$ cat config.mk
export PLATFORM = sky130hd
export DESIGN_NAME = parking_sensor_gen
export DESIGN_NICKNAME = d
export VERILOG_FILES = /design/src/rtl/parking_sensor_gen_pkg.sv /design/src/rtl/parking_sensor_gen_phase_timer.sv /design/src/rtl/parking_sensor_gen.sv
export SDC_FILE = /design/constraint.sdc
export NUM_CORES = 1
export LEC_CHECK = 0
export ABC_CLOCK_PERIOD_IN_PS = 2200
export CORE_UTILIZATION = 45
export CTS_CLUSTER_DIAMETER = 80
export CTS_CLUSTER_SIZE = 20
export DETAILED_ROUTE_END_ITERATION = 10
export PLACE_DENSITY = 0.72
export SYNTH_ARGS = -nofsm -noshare
export SYNTH_HDL_FRONTEND = slang
export SYNTH_SLANG_ARGS = --single-unit
export TNS_END_PERCENT = 1
$ cat constraint.sdc
create_clock -name clk -period 2.2 [get_ports clk]
set_input_delay 0.22 -clock clk [delete_from_list [all_inputs] [get_ports clk]]
set_output_delay 0.22 -clock clk [all_outputs]
set_load 0.01 [all_outputs]
$ cat src/rtl/parking_sensor_gen_pkg.sv
// Shared definitions for the parking-lot gate sensor: FSM state encoding
// and the two-beam (a,b) patterns used by both the generator and the
// entry/exit detector.
package parking_sensor_gen_pkg;

  typedef enum logic [2:0] {
    ST_IDLE = 3'd0,
    ST_PH1  = 3'd1,
    ST_PH2  = 3'd2,
    ST_PH3  = 3'd3,
    ST_GAP  = 3'd4
  } state_t;

  // Beam patterns packed as {a, b}; a is the outer beam, b the inner beam.
  localparam logic [1:0] AB_ENTRY_PH1 = 2'b10;
  localparam logic [1:0] AB_ENTRY_PH2 = 2'b11;
  localparam logic [1:0] AB_ENTRY_PH3 = 2'b01;
  localparam logic [1:0] AB_EXIT_PH1  = 2'b01;
  localparam logic [1:0] AB_EXIT_PH2  = 2'b11;
  localparam logic [1:0] AB_EXIT_PH3  = 2'b10;
  localparam logic [1:0] AB_CLEAR     = 2'b00;

  // Beam pattern shown while in state st for a car travelling in direction
  // dir (1 = entry, 0 = exit). Consecutive phases differ in one beam only.
  function automatic logic [1:0] ab_pattern(input state_t st, input logic dir);
    logic [1:0] ab;
    ab = AB_CLEAR;
    case (st)
      ST_PH1:  ab = dir ? AB_ENTRY_PH1 : AB_EXIT_PH1;
      ST_PH2:  ab = dir ? AB_ENTRY_PH2 : AB_EXIT_PH2;
      ST_PH3:  ab = dir ? AB_ENTRY_PH3 : AB_EXIT_PH3;
      default: ab = AB_CLEAR;
    endcase
    return ab;
  endfunction

endpackage

$ cat src/rtl/parking_sensor_gen_phase_timer.sv
// Loadable down-counter that times one FSM phase. A load sets the count to
// (phase length - 1); it then counts down and holds at zero, and o_zero
// marks the final cycle of the phase.
module parking_sensor_gen_phase_timer #(
  parameter int W = 3
) (
  input  logic         clk,
  input  logic         reset,
  input  logic         i_load,
  input  logic [W-1:0] i_load_val,
  output logic         o_zero
);

  logic [W-1:0] r_cnt;

  // Load has priority; otherwise count down and park at zero.
  always_ff @(posedge clk or negedge reset) begin
    if (!reset) begin
      r_cnt <= '0;
    end else if (i_load) begin
      r_cnt <= i_load_val;
    end else if (r_cnt != '0) begin
      r_cnt <= r_cnt - W'(1);
    end
  end

  assign o_zero = (r_cnt == '0);

endmodule

$ cat src/rtl/parking_sensor_gen.sv
// Transmit side of the parking-lot gate sensor. Each accepted request
// produces the three-phase a/b beam waveform of one car driving through the
// gate, followed by a quiet gap, and bumps the entry or exit tally.
//
// Handshake: a request transfers on a rising edge where req_valid and
// req_ready are both high; req_ready is high exactly while the FSM is idle,
// and req_dir is captured on that same edge only.
module parking_sensor_gen
  import parking_sensor_gen_pkg::*;
#(
  parameter int HOLD_CYCLES = 4,
  parameter int GAP_CYCLES  = 8,
  parameter int CNT_W       = 4
) (
  input  logic             clk,
  input  logic             reset,
  input  logic             req_valid,
  input  logic             req_dir,
  output logic             req_ready,
  output logic             a,
  output logic             b,
  output logic             busy,
  output logic             done,
  output logic [CNT_W-1:0] sent_entries,
  output logic [CNT_W-1:0] sent_exits,
  output logic [2:0]       dbg_state
);

  localparam int TMAX = (HOLD_CYCLES > GAP_CYCLES) ? HOLD_CYCLES : GAP_CYCLES;
  localparam int TW   = (TMAX > 1) ? $clog2(TMAX) : 1;
  localparam logic [TW-1:0] HOLD_LOAD = TW'(HOLD_CYCLES - 1);
  localparam logic [TW-1:0] GAP_LOAD  = TW'(GAP_CYCLES - 1);

  state_t           r_state;
  state_t           w_state_nxt;
  logic             r_dir;
  logic             r_a;
  logic             r_b;
  logic [CNT_W-1:0] r_sent_entries;
  logic [CNT_W-1:0] r_sent_exits;

  logic             w_accept;
  logic             w_load;
  logic [TW-1:0]    w_load_val;
  logic             w_zero;
  logic             w_dir_nxt;
  logic [1:0]       w_ab_nxt;
  logic             w_done;
  logic             w_count;

  parking_sensor_gen_phase_timer #(
    .W (TW)
  ) u_timer (
    .clk        (clk),
    .reset      (reset),
    .i_load     (w_load),
    .i_load_val (w_load_val),
    .o_zero     (w_zero)
  );

  assign w_accept = req_valid && (r_state == ST_IDLE);

  // Next-state, timer load and next beam pattern; the beams are registered
  // from the next state so they change on the same edge as the state.
  always_comb begin
    w_state_nxt = r_state;
    w_load      = 1'b0;
    w_load_val  = HOLD_LOAD;
    w_done      = 1'b0;
    w_count     = 1'b0;
    w_dir_nxt   = r_dir;
    case (r_state)
      ST_IDLE: begin
        if (w_accept) begin
          w_state_nxt = ST_PH1;
          w_load      = 1'b1;
          w_dir_nxt   = req_dir;
        end
      end
      ST_PH1: begin
        if (w_zero) begin
          w_state_nxt = ST_PH2;
          w_load      = 1'b1;
        end
      end
      ST_PH2: begin
        if (w_zero) begin
          w_state_nxt = ST_PH3;
          w_load      = 1'b1;
        end
      end
      ST_PH3: begin
        if (w_zero) begin
          w_state_nxt = ST_GAP;
          w_load      = 1'b1;
          w_load_val  = GAP_LOAD;
        end
      end
      ST_GAP: begin
        if (w_zero) begin
          w_state_nxt = ST_IDLE;
          w_done      = 1'b1;
          w_count     = 1'b1;
        end
      end
      default: begin
        w_state_nxt = ST_IDLE;
      end
    endcase
    w_ab_nxt = ab_pattern(w_state_nxt, w_dir_nxt);
  end

  // State, captured direction and registered beam outputs.
  always_ff @(posedge clk or negedge reset) begin
    if (!reset) begin
      r_state <= ST_IDLE;
      r_dir   <= 1'b0;
      r_a     <= 1'b0;
      r_b     <= 1'b0;
    end else begin
      r_state <= w_state_nxt;
      r_dir   <= w_dir_nxt;
      r_a     <= w_ab_nxt[1];
      r_b     <= w_ab_nxt[0];
    end
  end

  // Wrap-around tallies of completed cars, bumped on the edge leaving GAP.
  always_ff @(posedge clk or negedge reset) begin
    if (!reset) begin
      r_sent_entries <= '0;
      r_sent_exits   <= '0;
    end else if (w_count) begin
      if (r_dir) begin
        r_sent_entries <= r_sent_entries + CNT_W'(1);
      end else begin
        r_sent_exits   <= r_sent_exits + CNT_W'(1);
      end
    end
  end

  assign req_ready    = (r_state == ST_IDLE);
  assign busy         = (r_state != ST_IDLE);
  assign done         = w_done;
  assign a            = r_a;
  assign b            = r_b;
  assign sent_entries = r_sent_entries;
  assign sent_exits   = r_sent_exits;
  assign dbg_state    = r_state;

endmodule

=== Yosys cells after proc, flatten, opt, wreduce, memory -nomap -nowiden ===
Index checks and enable logic that the tools add are counted.

* Register bits: 17
* Input bits: 4
* Output and inout bits: 16
* Logic and storage cells: 46

* Reductions and logical operators: 9
* Bitwise logic cells: 1
* Multiplexer cells: 19
* Equal/unequal tests: 7
* $add $sub $neg: 3

{| class="wikitable"
|+ Operator list
! operator !! count
|-
| two-way mux 3 bit || 9
|-
| one-hot mux 3 bit (5 select lines) || 1
|-
| equality test 3 x 2 -> 1 bit (second input constant) || 4
|-
| adder 4 x 1 -> 4 bit (second input constant) || 2
|-
| equality test 3 x 1 -> 1 bit (second input constant) || 2
|-
| logical NOT 3 bit || 2
|-
| one-hot mux 2 bit (3 select lines) || 1
|-
| nonzero test 3 bit || 2
|-
| two-way mux 1 bit || 5
|-
| two-way mux 2 bit || 2
|-
| AND reduction 2 bit || 2
|-
| equality test 3 bit (second input constant) || 1
|-
| OR reduction 3 bit || 1
|-
| subtractor 3 x 1 -> 3 bit (second input constant) || 1
|-
| one-hot mux 1 bit (2 select lines) || 1
|-
| nonzero test 2 bit || 1
|-
| logical AND 1 bit || 1
|-
| inverter 1 bit || 1
|}

=== Depth between registers and ports, before layout ===
Gate-level depths: netlist of run 1.

* Word-level depth: 6
* Gate-level depth with buffers: 7

=== Hierarchy ===
Synthesis of run 1 repeated with hierarchy kept, for this count alone.

* Cells, all modules: 78
* Area, all modules: 864.6 um2

{| class="wikitable"
|+ By module, submodules not included
! module !! cells an instance !! times used !! sequential area each (um2) !! area an instance (um2)
|-
| parking_sensor_gen || 57 || 1 || 350.3 || 664.4
|-
| parking_sensor_gen_phase_timer || 21 || 1 || 75.1 || 200.2
|}

=== Least setup slack after synthesis of run 1 ===
No wires, ideal clock.

* Path kind: register to register
* From: register r_state[0] (netlist: dbg_state[0])
* To: register r_a (netlist: a)
* Data arrival time: 1.620 ns
* Clock period less this slack: 1.714 ns
* Cell stages (with the launch flop): 6
* Buffers on the path: 0
* Required time: 2.106 ns
* Setup time: 0.094 ns
* Setup slack: 0.486 ns
* Cell sequence: dfrtp_1 nor4b_4 mux2i_2 inv_2 maj3_2 a221oi_2

* Cells in the longest elaborated chain, start to end: 6
* Elaborated cells on any way between the ends: 20
* Those cells by class: eq/ne (7); mux (11); reduce/logical (2)

{| class="wikitable"
|+ Ends and longest elaborated chain
! what !! line !! RTL
|-
| start: declaration || parking_sensor_gen.sv:34 || <nowiki>state_t r_state;</nowiki>
|-
| start signal: assignment || parking_sensor_gen.sv:121 || <nowiki>r_state <= w_state_nxt;</nowiki>
|-
| logical NOT 3 bit (*) || parking_sensor_gen.sv:61, parking_sensor_gen.sv:72 ||
|-
| logical AND 1 bit || parking_sensor_gen.sv:61 || <nowiki>assign w_accept = req_valid && (r_state == ST_IDLE);</nowiki>
|-
| two-way mux 1 bit || parking_sensor_gen.sv:74 || <nowiki>if (w_accept) begin</nowiki>
|-
| two-way mux 1 bit (*) || parking_sensor_gen.sv:72 || <nowiki>case (r_state)</nowiki>
|-
| net w_dir_nxt || parking_sensor_gen.sv:46 || <nowiki>logic w_dir_nxt;</nowiki>
|-
| two-way mux 2 bit, on equally long branches || parking_sensor_gen_pkg.sv:31, parking_sensor_gen_pkg.sv:29 ||
|-
| one-hot mux 2 bit (3 select lines) (*) || parking_sensor_gen_pkg.sv:28 || <nowiki>case (st)</nowiki>
|-
| net w_ab_nxt[1] || parking_sensor_gen.sv:47 || <nowiki>logic [1:0] w_ab_nxt;</nowiki>
|-
| end signal: assignment || parking_sensor_gen.sv:123 || <nowiki>r_a <= w_ab_nxt[1];</nowiki>
|-
| end: declaration || parking_sensor_gen.sv:37 || <nowiki>logic r_a;</nowiki>
|}

Mark *: on every way through the listed nets, which the timed path passes. The rest lies on a longest branch.
A chain may end at the register's enable or synchronous reset.

=== Final worst setup path of run 1 ===
* From: register r_state[1] (netlist: dbg_state[1])
* To: output port done

* Cells in the longest elaborated chain, start to end: 2

{| class="wikitable"
|+ Ends and longest elaborated chain
! what !! line !! RTL
|-
| equality test 3 bit || parking_sensor_gen.sv:72 ||
|-
| two-way mux 1 bit || parking_sensor_gen.sv:72 ||
|-
| end: declaration || parking_sensor_gen.sv:23 || <nowiki>output logic done,</nowiki>
|}

Every way passes these cells.

==> reports/results.txt, run 1 <==
status - completed
n_diodes - 0
min Tclk post-route - 2.092 ns
detailed-route wire length - 1689 um
asr flop ratio synth - 100.0%
Fin Hold WS - 0.3665 ns
Pleak - 0.5385 nW
peak supply drop - 702.1 uV
most instantiated library cell after synthesis - dfrtp_1
CP startpoint kind - flip-flop
CTS tree - done
core footprint - 1821 um^2
dpl hpwl - 1281 um
IO buf count - 19
CTS Sinks - 17
Reg clk slew, reported paths - 0.10 ns
Area contributors post-synth - dfrtp_1 47%, ha_1 5.5%, xnor2_1 4.8%, nor3_4 3.6%, a221oi_2 3.3%
routed length per placed instance - 12.60 um
cell chain of the critical path - or3b_4, nor2_1, clkdlybuf4s50_1
GRT Total Usage - 18.96%
worst setup path class - reg2out
Synth top cells by count - 17 x dfrtp_1, 8 x nor2_1, 5 x a21oi_1, 5 x inv_1, 5 x xnor2_1
flops & latches, synth - 17
sequential area share after synthesis - 46.58%
Critical Path Fanout Max - 9
via count - 695
RSZ-0062 raised after global routing - no
fmax - 0.4781 GHz
Yosys cell types - 29
Worst EP arrival - 1.87 ns
initial DRC count - 18
number of global-route vias before repair - 676
Warnings, synthesis - 0
die footprint - 2214 um^2
DP Cell Count - 127
DIE HEIGHT - 47.05 um
Overflow after GRT - 0
cts bufs inserted - 3
# rows - 15
final std cells w/o fill - 134
post-route ant nets - 0
Worst Max-Slew Pin Slew - 0.7566 ns
final hold violation count - 0
Die X-Extent - 47.05 um
ys flop type - dfrtp_1
Slew Viols, Final - 0
worst setup slack after layout - 0.1083 ns
share of cells above drive strength 1 - 21.10%
Placement Setup Slack - 0.2077 ns
Min-Delay Path Class - in2async
setup violators final - 0
Max clock buf depth - 2
CP bufs+invs - 1
H-tree lvl count - 1
Synth-to-Final Area Change - 31.37%
number of synthesized flops with an enable pin - 0
max incr delay on CP - 0.54 ns
DR vias/cell - 5.187
largest net degree at the start of global routing - 18
setup_tns - 0 ns
initial antenna violation count - 0
Req. time, crit path - 1.98 ns
post-layout util - 65.91%
starting density of the core - 50.17%
post-synth top area share - 46.58%
# hold bufs at CTS - 0
first-pass GRT wire length - 2856 um
# IOs - 20
syn_area_per_cell - 11.14 um^2
Net Count, Synth - 90
TritonRoute pass-1 iters - 4
synthesized cell area - 913.4 um^2
Mapped Cells - 82
GP Congestion - 0.7957
Critical Path End Type - primary output
MaxCap Viol Count - 0
Remaining DRCs - 0
Worst path slowest cell - clkdlybuf4s50_1
Layout Nets - 118
final setup skew - 0.006511 ns
CTS root buf - clkbuf_4
area leader, netlist - dfrtp_1
clk_lat worst skew - 0.29 ns
Final period util - 95.08%
max_slew headroom - 49.40%
PwrDens - 1132 nW/um^2
largest delay contributor family on the critical path - simple AND/OR/NAND/NOR gates
## cell families (layout without fill, tap and decap cells)
group / Yosys count / after routing / synth area share, %
fa+ha+maj: 6 / 6 / 7.945
compound gates: 15 / 15 / 11.64
mux: 3 / 3 / 3.972
flops: 17 / 17 / 46.58
buf+inv: 10 / 37 / 5.067
simple gates: 23 / 23 / 17.12
xor+xnor: 8 / 8 / 7.672
## repair_timing
action                     4_1_cts  5_1_grt
resized for setup                1        1
setup buffers                    0        3
setup endpoints to repair        1        2
## area by class of cell
cell class | count | area [um^2]
clock buffers | 4 | 26.28
fillers | 156 | 620.6
inverters | 6 | 22.52
multi-input cells | 55 | 441.7
flip-flops and latches | 17 | 427.9
well taps | 25 | 31.28
repair buffers | 27 | 250.2
## layout by cell type, fill, tap and decap left out, drive strengths merged
master and n:
clkdlybuf4s50 19, dfrtp 17, nor2 8, buf 8
inv 6, a21oi 5, xnor2 5, nand2 4
o21ai 4, ha 4, clkbuf 4, xor2 3
nor3 3, nand2b 2, maj3 2, a221oi 2
mux2 2, o221ai 2, nand4 2, nor2b 1
nor4b 1, mux2i 1, or3b 1, o22ai 1
nand3b 1, a21boi 1
## per-layer routing
| metal | vias to the layer above | track usage, % | routed length [um] |
|---|---|---|---|
| met3 | 4 | 3.462 | 61 |
| met2 | 19 | 31.39 | 822 |
| met1 | 334 | 22.65 | 766 |
| met5 | - | 0 | 0 |
| li1 | 338 | - | - |
| met4 | 0 | 12.00 | 38 |
## worst paths after layout
path,from,end,slack [ns],depth (start not counted)
setup reg to reg,dbg_state[0],a,0.23,6
setup / recovery,dbg_state[1],done,0.11,3
hold reg to reg,sent_entries[3],sent_entries[3],0.48,1
max in group asynchronous,reset,dbg_state[1],1.31,1
min in group clk,sent_entries[3],sent_entries[3],0.48,1
hold / removal,reset,sent_exits[2],0.37,1
## through the flow
stage | power, W | area [um^2]
final | 0.001359 | 1200
after global routing | 0.001473 | 1200
after CTS | 0.001341 | 1176
after detailed placement | 0.001167 | 1149
after global placement | 0.001138 | 1149
after floorplan | 0.0009351 | 913.4
## power breakdown
group | switching, W | internal, W | total [W]
registers | 0.0000868 | 0.000400 | 0.000487
clock network | 0.0000964 | 0.0000704 | 0.000167
logic | 0.000340 | 0.000365 | 0.000705
## sequential cells by signal, indices dropped and copies added, names as in the netlist
register       cells
a                  1
sent_entries       4
u_timer.r_cnt      3
dbg_state          3
sent_exits         4
b                  1
r_dir              1
No activity file was read; power rests on OpenSTA's default activity.
==> inputs of run 2 (changes only) <==
--- a/config.mk
+++ b/config.mk
@@ -11,6 +11,7 @@
 export CTS_CLUSTER_SIZE = 20
 export DETAILED_ROUTE_END_ITERATION = 10
 export PLACE_DENSITY = 0.72
+export RECOVER_POWER = 100
 export SYNTH_ARGS = -nofsm -noshare
 export SYNTH_HDL_FRONTEND = slang
 export SYNTH_SLANG_ARGS = --single-unit
==> run 2 against run 1 <==
  * Die area stayed put
  * Final area shrank 3.5%
  * Critical path depth unchanged
  * Sequential power is 2% lower
  * Via count down 0.72%
  * Largest cell class is now flip-flops and latches
  * Combinational power fell by 8.7%
  * Largest power group unchanged
  * Total power down 5.4%
  * Wire length fell by 0.65%
  * Utilization decreased by 2.3 points
  * Critical path type unchanged
==> reports/results.txt, run 2 (synthesis gave the netlist of run 1 again) <==
via count - 690 (was 695)
largest delay contributor family on the critical path - simple AND/OR/NAND/NOR gates (unchanged)
min Tclk post-route - 2.081 ns (was 2.092 ns)
PwrDens - 1111 nW/um^2 (was 1132 nW/um^2)
FF-to-FF path depth - 6 (unchanged)
first-pass GRT wire length - 2856 um (unchanged)
final hold violation count - 0 (unchanged)
Fin Hold WS - 0.4328 ns (was 0.3665 ns)
most frequent cells in the layout - 16 x dfrtp_1, 12 x dlygate4sd3_1, 8 x nor2_1 (was 19 x clkdlybuf4s50_1, 15 x dfrtp_1, 8 x nor2_1, 8 x buf_4)
share of cells above drive strength 1 - 14.68% (was 21.10%)
final std cells w/o fill - 134 (unchanged)
GP Congestion - 0.7957 (unchanged)
peak supply drop - 690.3 uV (was 702.1 uV)
Critical Path Fanout Max - 9 (unchanged)
routed length per placed instance - 12.52 um (was 12.60 um)
detailed-route wire length - 1678 um (was 1689 um)
setup violators final - 0 (unchanged)
# IOs - 20 (unchanged)
Pleak - 0.5470 nW (was 0.5385 nW)
die footprint - 2214 um^2 (unchanged)
Die X-Extent - 47.05 um (unchanged)
Worst Max-Slew Pin Slew - 0.7540 ns (was 0.7566 ns)
starting density of the core - 50.17% (unchanged)
cell chain of the critical path - or3b_1, nor2_1, clkdlybuf4s50_1 (was or3b_4, nor2_1, clkdlybuf4s50_1)
max_slew headroom - 49.56% (was 49.40%)
Reg-to-Reg Start - dbg_state[0] (unchanged)
Slew Viols, Final - 0 (unchanged)
worst setup path class - reg2out (unchanged)
Worst path slowest cell - clkdlybuf4s50_1 (unchanged)
Req. time, crit path - 1.98 ns (about the same)
r2r setup slk - 0.17 ns (was 0.23 ns)
setup_tns - 0 ns (unchanged)
CP startpoint kind - flip-flop (unchanged)
MaxCap Viol Count - 0 (unchanged)
CTS tree - done (unchanged)
number of global-route vias before repair - 676 (unchanged)
core footprint - 1821 um^2 (unchanged)
worst setup slack after layout - 0.1186 ns (was 0.1083 ns)
GRT Total Usage - 18.96% (unchanged)
clk_lat worst skew - 0.29 ns (about the same)
Synth-to-Final Area Change - 26.71% (was 31.37%)
H-tree lvl count - 1 (unchanged)
dpl hpwl - 1281 um (unchanged)
CP bufs+invs - 1 (unchanged)
Placement Setup Slack - 0.2077 ns (unchanged)
IO buf count - 19 (unchanged)
DR vias/cell - 5.149 (was 5.187)
Min-Delay Path Class - in2async (unchanged)
Final period util - 94.61% (was 95.08%)
Reg clk slew, reported paths - 0.10 ns (about the same)
Max clock buf depth - 2 (unchanged)
max incr delay on CP - 0.54 ns (about the same)
Worst R2R End - a (unchanged)
Worst EP arrival - 1.86 ns (was 1.87 ns)
# rows - 15 (unchanged)
fmax - 0.4804 GHz (was 0.4781 GHz)
post-route ant nets - 0 (unchanged)
Overflow after GRT - 0 (unchanged)
Layout Nets - 118 (unchanged)
DP Cell Count - 127 (unchanged)
initial antenna violation count - 0 (unchanged)
RSZ-0062 raised after global routing - no (unchanged)
final setup skew - 0.006517 ns (was 0.006511 ns)
Remaining DRCs - 0 (unchanged)
DIE HEIGHT - 47.05 um (unchanged)
status - completed (unchanged)
initial DRC count - 7 (was 18)
most common cell after layout, fill and taps aside - dfrtp_1 (was clkdlybuf4s50_1)
Critical Path End Type - primary output (unchanged)
n_diodes - 0 (unchanged)
CTS Sinks - 17 (unchanged)
largest net degree at the start of global routing - 18 (unchanged)
cts bufs inserted - 3 (unchanged)
CTS root buf - clkbuf_4 (unchanged)
TritonRoute pass-1 iters - 4 (unchanged)
run 2: cell types whose count changed in the layout (fill, tap and decap cells not counted), sizes merged:
cell and change:
clkdlybuf4s50 -12, clkbuf +3, buf -3, dlygate4sd3 +12
run 2: what timing repair did:
action                     in CTS  in global routing
hold buffers                    0                  0
resized for setup               1                  1
setup buffers                   0                  3
setup endpoints to repair       1                  2
pin swaps                       0                  0
run 2: power breakdown:
| group | switching, W | total, W | internal, W |
|---|---|---|---|
| combinational | 0.000318 | 0.000644 | 0.000326 |
| sequential | 0.0000766 | 0.000475 | 0.000399 |
| clock | 0.0000957 | 0.000166 | 0.0000704 |
| total | 0.000490 | 0.00129 | 0.000795 |
run 2: worst max-delay path by stage:
stage,from,to,slack [ns],cells after the start
final,dbg_state[1],done,0.12,3
after global routing,dbg_state[1],done,0.03,3
after CTS,dbg_state[1],done,0.03,3
after detailed placement,req_valid,a,0.21,6
after global placement,req_valid,a,0.28,6
after floorplan,dbg_state[0],a,0.49,5
run 2: per-layer routing:
layer	vias to the layer above	wire length, um	global-route usage [%]
met4	0	38	12.00
li1	339	-	-
met3	4	57	3.462
met1	332	762	22.65
met5	-	0	0
met2	15	820	31.39
run 2: through the flow:
| step | total power [W] | cell area (um^2) | utilization, % |
|---|---|---|---|
| after CTS | 0.001341 | 1176 | 64.60 |
| final | 0.001286 | 1157 | 63.57 |
| after global placement | 0.001138 | 1149 | 63.09 |
| after global routing | 0.001397 | 1157 | 63.57 |
| after detailed placement | 0.001167 | 1149 | 63.09 |
| after floorplan | 0.0009351 | 913.4 | - |
run 2: area by class of cell:
| class | instances | area (um^2) |
|---|---|---|
| clock buffers | 4 | 26.28 |
| flip-flops and latches | 17 | 426.7 |
| repair buffers | 27 | 244.0 |
| well taps | 25 | 31.28 |
| fillers | 166 | 663.1 |
| inverters | 6 | 22.52 |
| multi-input cells | 55 | 406.6 |
